`src/rtl/apb2axi_bridge.sv`:
```
// apb2axi_bridge: APB3 completer driving one single-beat AXI4 access.
// Optional watchdog + drain path: define APB2AXI_TIMEOUT_EN.
module apb2axi_bridge #(
  parameter int ID_WIDTH       = 7,
  parameter int AXI_ID         = 0,
  parameter int TIMEOUT_CYCLES = 1024
) (
  input  logic                clk,
  input  logic                reset,
  input  logic                i_psel,
  input  logic                i_penable,
  input  logic                i_pwrite,
  input  logic [31:0]         i_paddr,
  input  logic [31:0]         i_pwdata,
  output logic [31:0]         o_prdata,
  output logic                o_pready,
  output logic                o_pslverr,
  output logic [ID_WIDTH-1:0] o_awid,
  output logic [31:0]         o_awaddr,
  output logic [7:0]          o_awlen,
  output logic [2:0]          o_awsize,
  output logic [1:0]          o_awburst,
  output logic                o_awvalid,
  input  logic                i_awready,
  output logic [31:0]         o_wdata,
  output logic [3:0]          o_wstrb,
  output logic                o_wlast,
  output logic                o_wvalid,
  input  logic                i_wready,
  input  logic [ID_WIDTH-1:0] i_bid,
  input  logic [1:0]          i_bresp,
  input  logic                i_bvalid,
  output logic                o_bready,
  output logic [ID_WIDTH-1:0] o_arid,
  output logic [31:0]         o_araddr,
  output logic [7:0]          o_arlen,
  output logic [2:0]          o_arsize,
  output logic [1:0]          o_arburst,
  output logic                o_arvalid,
  input  logic                i_arready,
  input  logic [ID_WIDTH-1:0] i_rid,
  input  logic [31:0]         i_rdata,
  input  logic [1:0]          i_rresp,
  input  logic                i_rlast,
  input  logic                i_rvalid,
  output logic                o_rready
);

`ifdef APB2AXI_TIMEOUT_EN
  typedef enum logic [2:0] {
    IDLE, WR, WR_RESP, RD, RD_DATA, DONE, DRAIN
  } state_t;
`else
  typedef enum logic [2:0] {
    IDLE, WR, WR_RESP, RD, RD_DATA, DONE
  } state_t;
`endif

  localparam logic [ID_WIDTH-1:0] ID = ID_WIDTH'(AXI_ID);

  if (TIMEOUT_CYCLES < 1) begin : g_bad_timeout
    $error("TIMEOUT_CYCLES must be at least 1");
  end

  state_t      state, nxt;
  logic [31:0] addr_q, wdata_q, prdata_q;
  logic        err_q, first_q;
  logic        aw_valid, w_valid, ar_valid;
  logic        capture, b_err, r_err;

  assign capture = (state == IDLE) && i_psel && i_penable;
  assign b_err = i_bresp[1] || (i_bid != ID);
  assign r_err = i_rresp[1] || (i_rid != ID) || !i_rlast;

`ifdef APB2AXI_TIMEOUT_EN
  localparam logic [31:0] LIMIT = 32'(TIMEOUT_CYCLES - 1);
  logic [31:0] cnt;
  logic        tmo_q, resp_seen, tmo_fire;
  logic        busy, pending, b_hs, r_hs;

  assign busy = (state == WR) || (state == WR_RESP)
             || (state == RD) || (state == RD_DATA);
  assign pending = aw_valid || w_valid || ar_valid || !resp_seen;
  assign b_hs = i_bvalid && o_bready;
  assign r_hs = i_rvalid && o_rready;
`endif

  // State register.
  always_ff @(posedge clk) begin
    if (reset) state <= IDLE;
    else       state <= nxt;
  end

  // Next-state: handshake sequencing, watchdog override last.
  always_comb begin
    nxt = state;
`ifdef APB2AXI_TIMEOUT_EN
    tmo_fire = 1'b0;
`endif
    unique case (state)
      IDLE:
        if (i_psel && i_penable)
          nxt = i_pwrite ? WR : RD;
      WR:
        if ((!aw_valid || i_awready) &&
            (!w_valid || i_wready))
          nxt = WR_RESP;
      WR_RESP: if (i_bvalid) nxt = DONE;
      RD:      if (i_arready) nxt = RD_DATA;
      RD_DATA: if (i_rvalid && i_rlast) nxt = DONE;
`ifdef APB2AXI_TIMEOUT_EN
      DONE:  nxt = tmo_q ? DRAIN : IDLE;
      DRAIN: if (!pending) nxt = IDLE;
`else
      DONE:  nxt = IDLE;
`endif
      default: nxt = IDLE;
    endcase
`ifdef APB2AXI_TIMEOUT_EN
    if (busy && cnt == LIMIT && nxt != DONE) begin
      tmo_fire = 1'b1;
      nxt = DONE;
    end
`endif
  end

  // Request capture, valid tracking, response capture.
  always_ff @(posedge clk) begin
    if (reset) begin
      addr_q   <= '0;
      wdata_q  <= '0;
      prdata_q <= '0;
      err_q    <= 1'b0;
      first_q  <= 1'b0;
      aw_valid <= 1'b0;
      w_valid  <= 1'b0;
      ar_valid <= 1'b0;
    end else begin
      if (capture) begin
        addr_q   <= i_paddr;
        wdata_q  <= i_pwdata;
        aw_valid <= i_pwrite;
        w_valid  <= i_pwrite;
        ar_valid <= !i_pwrite;
        first_q  <= 1'b1;
        err_q    <= 1'b0;
      end else begin
        if (i_awready) aw_valid <= 1'b0;
        if (i_wready)  w_valid  <= 1'b0;
        if (i_arready) ar_valid <= 1'b0;
      end
      if (state == WR_RESP && i_bvalid)
        err_q <= b_err;
      if (state == RD_DATA && i_rvalid && first_q) begin
        prdata_q <= i_rdata;
        err_q    <= r_err;
        first_q  <= 1'b0;
      end
`ifdef APB2AXI_TIMEOUT_EN
      if (tmo_fire) begin
        prdata_q <= 32'hDEAD_BEEF;
        err_q    <= 1'b1;
      end
`endif
    end
  end

`ifdef APB2AXI_TIMEOUT_EN
  // Watchdog count and outstanding-response tracking for drain.
  always_ff @(posedge clk) begin
    if (reset) begin
      cnt       <= '0;
      tmo_q     <= 1'b0;
      resp_seen <= 1'b0;
    end else if (capture) begin
      cnt       <= '0;
      tmo_q     <= 1'b0;
      resp_seen <= 1'b0;
    end else begin
      if (busy) cnt <= cnt + 32'd1;
      if (tmo_fire) tmo_q <= 1'b1;
      if (b_hs || (r_hs && i_rlast))
        resp_seen <= 1'b1;
    end
  end

  assign o_bready = (state == WR_RESP) || (state == DRAIN);
  assign o_rready = (state == RD_DATA) || (state == DRAIN);
`else
  assign o_bready = (state == WR_RESP);
  assign o_rready = (state == RD_DATA);
`endif

  assign o_pready  = (state == DONE);
  assign o_pslverr = (state == DONE) && err_q;
  assign o_prdata  = prdata_q;

  assign o_awid    = ID;
  assign o_awaddr  = addr_q & 32'hFFFF_FFFC;
  assign o_awlen   = 8'd0;
  assign o_awsize  = 3'b010;
  assign o_awburst = 2'b01;
  assign o_awvalid = aw_valid;
  assign o_wdata   = wdata_q;
  assign o_wstrb   = 4'hF;
  assign o_wlast   = 1'b1;
  assign o_wvalid  = w_valid;
  assign o_arid    = ID;
  assign o_araddr  = addr_q & 32'hFFFF_FFFC;
  assign o_arlen   = 8'd0;
  assign o_arsize  = 3'b010;
  assign o_arburst = 2'b01;
  assign o_arvalid = ar_valid;

endmodule
```
`config.mk`:
```
export PLATFORM = sky130hd
export DESIGN_NAME = apb2axi_bridge
export DESIGN_NICKNAME = d
export VERILOG_FILES = /design/src/rtl/apb2axi_bridge.sv
export SDC_FILE = /design/constraint.sdc
export NUM_CORES = 1
export LEC_CHECK = 0
export CAP_MARGIN = 5
export CORE_MARGIN = 1.5
export CORE_UTILIZATION = 25
export CTS_CLUSTER_DIAMETER = 200
export DETAILED_ROUTE_END_ITERATION = 8
export GPL_TIMING_DRIVEN = 1
export PLACE_DENSITY_LB_ADDON = 0.08
export SYNTH_ARGS = -nofsm -noshare
export SYNTH_HDL_FRONTEND = slang
export SYNTH_SLANG_ARGS = --single-unit
```
`constraint.sdc`:
```
create_clock -name clk -period 1.4 [get_ports clk]
set_input_delay 0.28 -clock clk [delete_from_list [all_inputs] [get_ports clk]]
set_output_delay 0.28 -clock clk [all_outputs]
set_load 0.02 [all_outputs]
```
### Yosys cells after proc, flatten, opt, wreduce, memory -nomap -nowiden

Index checks and enable logic that the tools add are counted.

* bits in read-only memories: 0
* register bits: 104
* logic and storage cells: 62
* latch bits: 0
* memories kept: 0
* bits in writable memories: 0

* reduce and logical (&&, ||, !) cells: 27
* add/sub/neg operators: 0
* div/mod/pow operators: 0
* multipliers: 0
* multiplexer cells: 16
* magnitude comparators: 0
* shift-type cells: 0
* equality and inequality tests: 10
* bitwise logic cells: 0

Operators by type and width (count)
* 3-bit two-way mux: 5
* 3-bit case mux with 5 select lines: 1
* 7-bit nonzero test: 2
* 1-bit logical AND: 9
* 1-bit two-way mux: 9
* 3-bit by 2-bit == test with 1-bit output (second input constant): 2
* 3-bit == test (second input constant): 2
* 2-bit inequality test (second input constant): 3
* 2-bit nonzero test: 3
* 1-bit logical OR: 5
* 5-bit AND reduction: 1
* 1-bit logical NOT: 4
* 2-bit by 1-bit inequality test with 1-bit output (second input constant): 2
* 3-bit by 1-bit == test with 1-bit output (second input constant): 1
* 3-bit logical NOT: 1
* 3-bit nonzero test: 1
* 2-bit two-way mux: 1
* 2-bit OR reduction: 1

### Depth between registers and ports, before layout

Gate-level depths: netlist of run 1.

* depth after elaboration: 6
* depth in mapped cells: 7
* gate-level depth less buffers: 4

### Least setup slack after synthesis of run 1

Ideal clock, no wire load.

* path type: register to register
* start point: register state[1]
* end point: register err_q
* stages on the path, launching flop included: 6
* path buffers: 1
* arrival: 1.557 ns
* required time: 1.261 ns
* setup slack: -0.296 ns
* path through: dfxtp_1 -> buf_2 -> nor3b_2 -> nand3_1 -> nor4b_1 -> a221oi_1

* longest elaborated chain between the ends: 4

RTL lines
* from (decl): line 65 `state_t state, nxt;`
* from (signal assigned): line 91 `else state <= nxt;`
* 3-bit == test (*)
* net o_rready: line 46 `output logic o_rready`
* 1-bit logical AND (*) (2 in series): line 154 `if (state == RD_DATA && i_rvalid && first_q) begin`
* 3-bit nonzero test (no line) / 1-bit two-way mux (equally long branches)
* to (signal assigned): line 153 `err_q <= b_err;`
* to (signal assigned): line 156 `err_q <= r_err;`
* to (decl): line 67 `logic err_q, first_q;`

Mark *: on every way through the listed nets, which the timed path passes. The rest lies on a longest branch.
A chain may end at the register's enable or synchronous reset.

### Worst setup path in the final report of run 1

* start point: register state[0]
* end point: register wdata_q[27] (netlist: o_wdata[27])

* longest elaborated chain between the ends: 3

RTL lines
* 3-bit logical NOT: line 71 `assign capture = (state == IDLE) && i_psel && i_penable;`
* 1-bit logical AND (2 in series): line 71
* to (signal assigned): line 141 `wdata_q <= i_pwdata;`
* to (decl): line 66 `logic [31:0] addr_q, wdata_q, prdata_q;`

No other way between the ends.

==> results.json, run 1 <==
{
  "drt_iter0_drc": 125,
  "drv_cap": 0,
  "r2r_start": "state[0]",
  "setup_ws_ps": -293.8,
  "min_path_cells": 2,
  "fillers": 1644,
  "synth.most_common_cell": "nand2_1",
  "pre_cts_slack_ps": -463.1,
  "r2r_end": "o_wdata[27]",
  "cp_slowest_cell": "or3_4",
  "cp.required_ps": 1620,
  "core_mm2": 0.01670,
  "fmax_mhz": 590.4,
  "ys_seq_elements": 102,
  "synthCells": 547,
  "ios": 305,
  "die_h_um": 134.4,
  "overflow": 0,
  "ff2ff_setup_slack_ps": -290,
  "fin_skew_ps": 9.255,
  "grt_pass1_vias": 4337,
  "synth_edf_count": 0,
  "hold_viol": 0,
  "drt.antenna.violating_nets": 0,
  "setup_viol": 104,
  "clock_latency_ps": 350,
  "antenna_found_initial": 0,
  "syn2layout_area_growth_pct": 91.92,
  "path_class": "reg2reg",
  "period_share_pct": 121.0,
  "portBuffers": 251,
  "startpoint_type": "flop",
  "synth_top_area_cell": "dfxtp_1",
  "dr.pass1.iters": 4,
  "leakagePower_nw": 3.539,
  "layout.nets": 930,
  "critical_path_arrival_ps": 1920,
  "diodes": 0,
  "via_per_inst": 4.347,
  "synth_flop_cell": "dfxtp_1",
  "hpwl_um": 10210,
  "synth_area_mm2": 0.004318,
  "maxSlewViolCount": 0,
  "ys_types": 32,
  "finalCriticalPeriod_ps": 1694,
  "die_area_mm2": 0.01807,
  "crit_path_cell_trace": "buf_6 > nand3b_1 > or3_4 > buf_12 > clkbuf_16 > nand2_1 > a21oi_1",
  "die_w_um": 134.4,
  "path_delay_family": "simple AND/OR/NAND/NOR gates",
  "root_buffer": "clkbuf_16",
  "yosys-top-cells-count": "nand2_1, dfxtp_1, a21oi_1",
  "cts_tree": "yes",
  "place_congestion": 0.7250,
  "numCtsBuffers": 9,
  "grt_pass1_wl_um": 23980,
  "drt-total-wl_um": 16520,
  "rows": 47,
  "cts_sinks": 102,
  "grt_use_total_pct": 17.30,
  "grt_max_degree": 41,
  "cp_max_fo": 8,
  "num_vias": 4473,
  "ff2ff_path_depth": 7,
  "seq_area_frac_synth_pct": 47.29,
  "drc_errors": 0,
  "synth_top_cell_area_share_pct": 47.29,
  "crit_buf_inv": 3,
  "htreeDepth": 3,
  "hold_end": "err_q",
  "hold_path_class": "in2reg",
  "fin_util_pct": 49.62,
  "clk_pin_slew_worst_paths_ps": 80,
  "power.density_mw_per_mm2": 1184,
  "max_stage_delay_ps": 420,
  "start_util_pct": 25.85,
  "syn_avg_cell_area_um2": 7.894,
  "yosys_warnings": 0,
  "async_reset_ff_share_pct": 0,
  "post_drt_wl_per_cell_um": 16.05,
  "critPathCaptureType": "flop",
  "min_from": "reset",
  "cts_buffer_depth": 2,
  "status": "finished, violations left",
  "failed_checks": "setup timing",
  "ir_worst_vdd_uv": 661.6,
  "rsz0062_at_grt": "yes",
  "layout-drive-gt1-share_pct": 33.25,
  "synthTopCellsByArea": "dfxtp_1, nand2_1, buf_4"
}
## state kept, by name, summed over array words and instances, names as in the netlist
signal	count
o_prdata	32
o_awvalid	1
err_q	1
state	3
o_wvalid	1
first_q	1
addr_q	30
o_arvalid	1
o_wdata	32
## stage by stage
stage / instances / hold slack (ps) / total power, mW / area (um^2) / setup TNS [ps]
after floorplan: 594 / 416.0 / 5.025 / 4544 / -3765
after global placement: 978 / 441.3 / 6.091 / 6768 / -29820
after detailed placement: 978 / 443.1 / 6.121 / 6768 / -32160
after CTS: 1022 / 210.3 / 9.263 / 7715 / -20260
after global routing: 1029 / 203.9 / 10.30 / 8287 / -29580
final: 1029 / 213.2 / 9.808 / 8287 / -22190
## kinds of logic after synthesis
kind of cell / count (synthesis) / synth area share [%]
AOI/OAI and AO/OA: 108 / 13.16
buffers and inverters: 115 / 18.66
DFF: 102 / 47.29
other: 2 / 0.1739
and+or+nand+nor: 220 / 20.72
## area by class of cell
class	count	area, um^2	share of cell area (%)
multi-input combinational	377	2385	28.78
clock inverter	6	71.32	0.8606
sequential	102	2048	24.72
inverter	2	7.507	0.09059
tap	220	275.3	3.322
timing repair buffer	313	3274	39.51
clock buffer	9	225.2	2.718
## repair_timing
item	CTS	global route
hold buffers	0	0
cloned	14	4
setup endpoints to repair	233	122
hold endpoints to repair	0	0
resized for setup	229	248
setup buffers	16	8
pin swaps	30	56
## worst max-delay path by stage
stage	from	end	slack (ps)	cells past startpoint
after floorplan	state[0]	err_q	-100	5
after global placement	i_penable	o_wdata[1]	-410	8
after detailed placement	i_penable	o_wdata[16]	-460	8
after CTS	state[0]	o_arvalid	-260	7
after global routing	state[0]	o_wdata[1]	-360	9
final	state[0]	o_wdata[27]	-290	7
## cell usage in the layout (no fill, tap or decap), types with 2 or more instances in the layout
cell / count
nor2_1: 2
buf_16: 12
nor2b_1: 2
nand2_2: 53
nand3b_1: 2
buf_12: 14
nand2_1: 102
nor3_1: 2
clkdlybuf4s50_1: 119
clkbuf_2: 26
a21oi_2: 49
clkbuf_16: 12
a21oi_1: 50
dfxtp_1: 99
dfxtp_2: 2
nand2_4: 40
clkdlybuf4s15_1: 30
buf_6: 16
conb_1: 49
buf_4: 21
nor4_1: 2
dlygate4sd2_1: 71
## where the power goes
part,total (mW),switching [mW],internal [mW]
Clock,2.57,1.18,1.40
Sequential,3.44,0.260,3.18
Combinational,3.80,1.93,1.87
Total,9.81,3.37,6.44
## per-layer routing
layer | wire (um) | vias to the layer above | global-route usage (%)
met5 | 0 | - | 0
met4 | 291 | 0 | 5.974
met3 | 1166 | 21 | 4.951
met2 | 8196 | 192 | 30.14
met1 | 6862 | 2104 | 20.28
li1 | - | 2156 | -
(Power assumes the default switching activity.)
==> run 2: changes to the inputs <==
--- a/config.mk
+++ b/config.mk
@@ -11,7 +11,7 @@
 export CTS_CLUSTER_DIAMETER = 200
 export DETAILED_ROUTE_END_ITERATION = 8
 export GPL_TIMING_DRIVEN = 1
-export PLACE_DENSITY_LB_ADDON = 0.08
+export PLACE_DENSITY = 0.7
 export SYNTH_ARGS = -nofsm -noshare
 export SYNTH_HDL_FRONTEND = slang
 export SYNTH_SLANG_ARGS = --single-unit
==> run 2 against run 1 <==
Compared with the run above: the flow still finishes with violations (setup timing); first-iteration DRC count rose by 21%; die area unchanged; hold slack got worse by 7.7 ps; sequential share of layout area rose by 1.8 points; final area is 6.6% lower; global-route usage fell by 2.8 points; power shrank 7.5%; routed wire length is 9.6% lower; critical path depth decreased by 1; utilization fell by 3.3 points; final cell count decreased by 1.7%; largest power group is now registers; highest routed layer is now met5.
==> results.json, run 2 (synthesized netlist as in run 1, its figures left out) <==
{
  "r2r_end": "addr_q[30]",
  "drt_iter0_drc": 151,
  "finalCriticalPeriod_ps": 1639,
  "grt_use_total_pct": 14.48,
  "power.density_mw_per_mm2": 1172,
  "max_stage_delay_ps": 460,
  "cp_slowest_cell": "or3_4",
  "cts_sinks": 102,
  "layout-drive-gt1-share_pct": 21.59,
  "die_area_mm2": 0.01807,
  "leakagePower_nw": 3.523,
  "drt.antenna.violating_nets": 0,
  "root_buffer": "clkbuf_16",
  "grt_pass1_wl_um": 20400,
  "core_mm2": 0.01670,
  "clock_latency_ps": 340,
  "post_drt_wl_per_cell_um": 14.75,
  "hold_slack_ps": 205.6,
  "die_w_um": 134.4,
  "final_common_cell": "nand2_1",
  "ff2ff_path_depth": 6,
  "portBuffers": 251,
  "path_class": "reg2reg",
  "cp.required_ps": 1620,
  "antenna_found_initial": 1,
  "syn2layout_area_growth_pct": 79.25,
  "grt_max_degree": 43,
  "crit_start": "state[0]",
  "fin_skew_ps": 6.573,
  "cts_buffer_depth": 2,
  "dr.pass1.iters": 4,
  "clk_pin_slew_worst_paths_ps": 70,
  "critical_path_arrival_ps": 1860,
  "fmax_mhz": 610.1,
  "rows": 47,
  "hold_viol": 0,
  "numCtsBuffers": 9,
  "final_cell_mix": "nand2_1, dlygate4sd2_1, clkdlybuf4s50_1",
  "cp.depth": 6,
  "drc_errors": 0,
  "period_share_pct": 117.1,
  "grt_pass1_vias": 3977,
  "ff2ff_setup_slack_ps": -240,
  "overflow": 0,
  "place_congestion": 0.7241,
  "diodes": 0,
  "critPathCaptureType": "flop",
  "cts_tree": "yes",
  "dr.max_layer_used": "met5",
  "drv_cap": 0,
  "cp_max_fo": 16,
  "setup_ws_ps": -239.1,
  "ios": 305,
  "layout.nets": 912,
  "status": "finished, violations left",
  "htreeDepth": 3,
  "via_per_inst": 4.287,
  "cp-endpoint": "addr_q[30]",
  "wl_met1_um": 5956,
  "crit_buf_inv": 2,
  "maxSlewViolCount": 0,
  "hold_path_class": "in2reg",
  "path_delay_family": "simple AND/OR/NAND/NOR gates",
  "startpoint_type": "flop",
  "r2r_start": "state[0]",
  "crit_path_cell_trace": "buf_6 > nand3b_1 > or3_4 > clkbuf_16 > nand2_1 > a21oi_1",
  "ir_worst_vdd_uv": 728.3,
  "drt-total-wl_um": 14920,
  "setup_viol": 105,
  "hpwl_um": 9893,
  "rsz0062_at_grt": "yes",
  "failed_checks": "setup timing",
  "num_vias": 4338,
  "die_h_um": 134.4,
  "wl_met3_um": 1093,
  "pre_cts_slack_ps": -461.5,
  "start_util_pct": 25.85,
  "wl_met2_um": 7419
}
## run 2: what timing repair did
action | CTS | global route
hold buffers | 0 | 0
resized for setup | 175 | 125
gates cloned | 0 | 9
pin swaps | 7 | 48
endpoints found under the setup margin | 233 | 109
buffers inserted | 3 | 4
## run 2: worst min-delay path by stage
stage,startpoint,to,slack (ps),cells past startpoint
detailed placement,o_wdata[13],o_wdata[13],440,2
CTS,reset,o_arvalid,190,2
global route,reset,o_arvalid,220,2
finish,reset,o_arvalid,210,2
floorplan,i_paddr[12],addr_q[12],420,2
global placement,o_wdata[14],o_wdata[14],440,2
## run 2: cell type report
cell class	instances	area, um^2
Timing Repair Buffer	295	2963
Inverter	2	7.507
Tap cell	220	275.3
Fill cell	1662	8961
Sequential cell	102	2053
Clock inverter	4	56.30
Multi-Input combinational cell	377	2138
Clock buffer	12	246.5
## run 2: worst register-to-register path: cells and delay by family, from the launching register on
| kind | cells | cell delay [ps] |
|---|---|---|
| AND/OR/NAND/NOR | 3 | 760 |
| flip-flops | 1 | 360 |
| buffers and inverters | 2 | 340 |
| AO/OA/AOI/OAI | 1 | 60 |
## run 2: per-stage QoR
step | TNS, ps | power [mW] | std cells | area (um^2) | util [%]
after global placement | -27180 | 6.191 | 981 | 6828 | 40.88
after global routing | -23900 | 9.577 | 1012 | 7740 | 46.34
after detailed placement | -29150 | 6.221 | 981 | 6828 | 40.88
after floorplan | -3765 | 5.025 | 594 | 4544 | -
after CTS | -15840 | 8.726 | 999 | 7077 | 42.37
final | -18870 | 9.072 | 1012 | 7740 | 46.34
## run 2: metal layers
layer  GRT usage (%)  up-vias
met2           25.58      185
met3           4.271       27
li1                -     2121
met1           15.70     2003
met4           7.288        2
met5               0        -
## run 2: where the power goes
group | internal (mW) | leakage, nW | switching, mW
Clock | 1.45 | 0.147 | 1.15
Combinational | 1.45 | 2.55 | 1.63
Sequential | 3.19 | 0.830 | 0.201
Total | 6.09 | 3.52 | 2.98
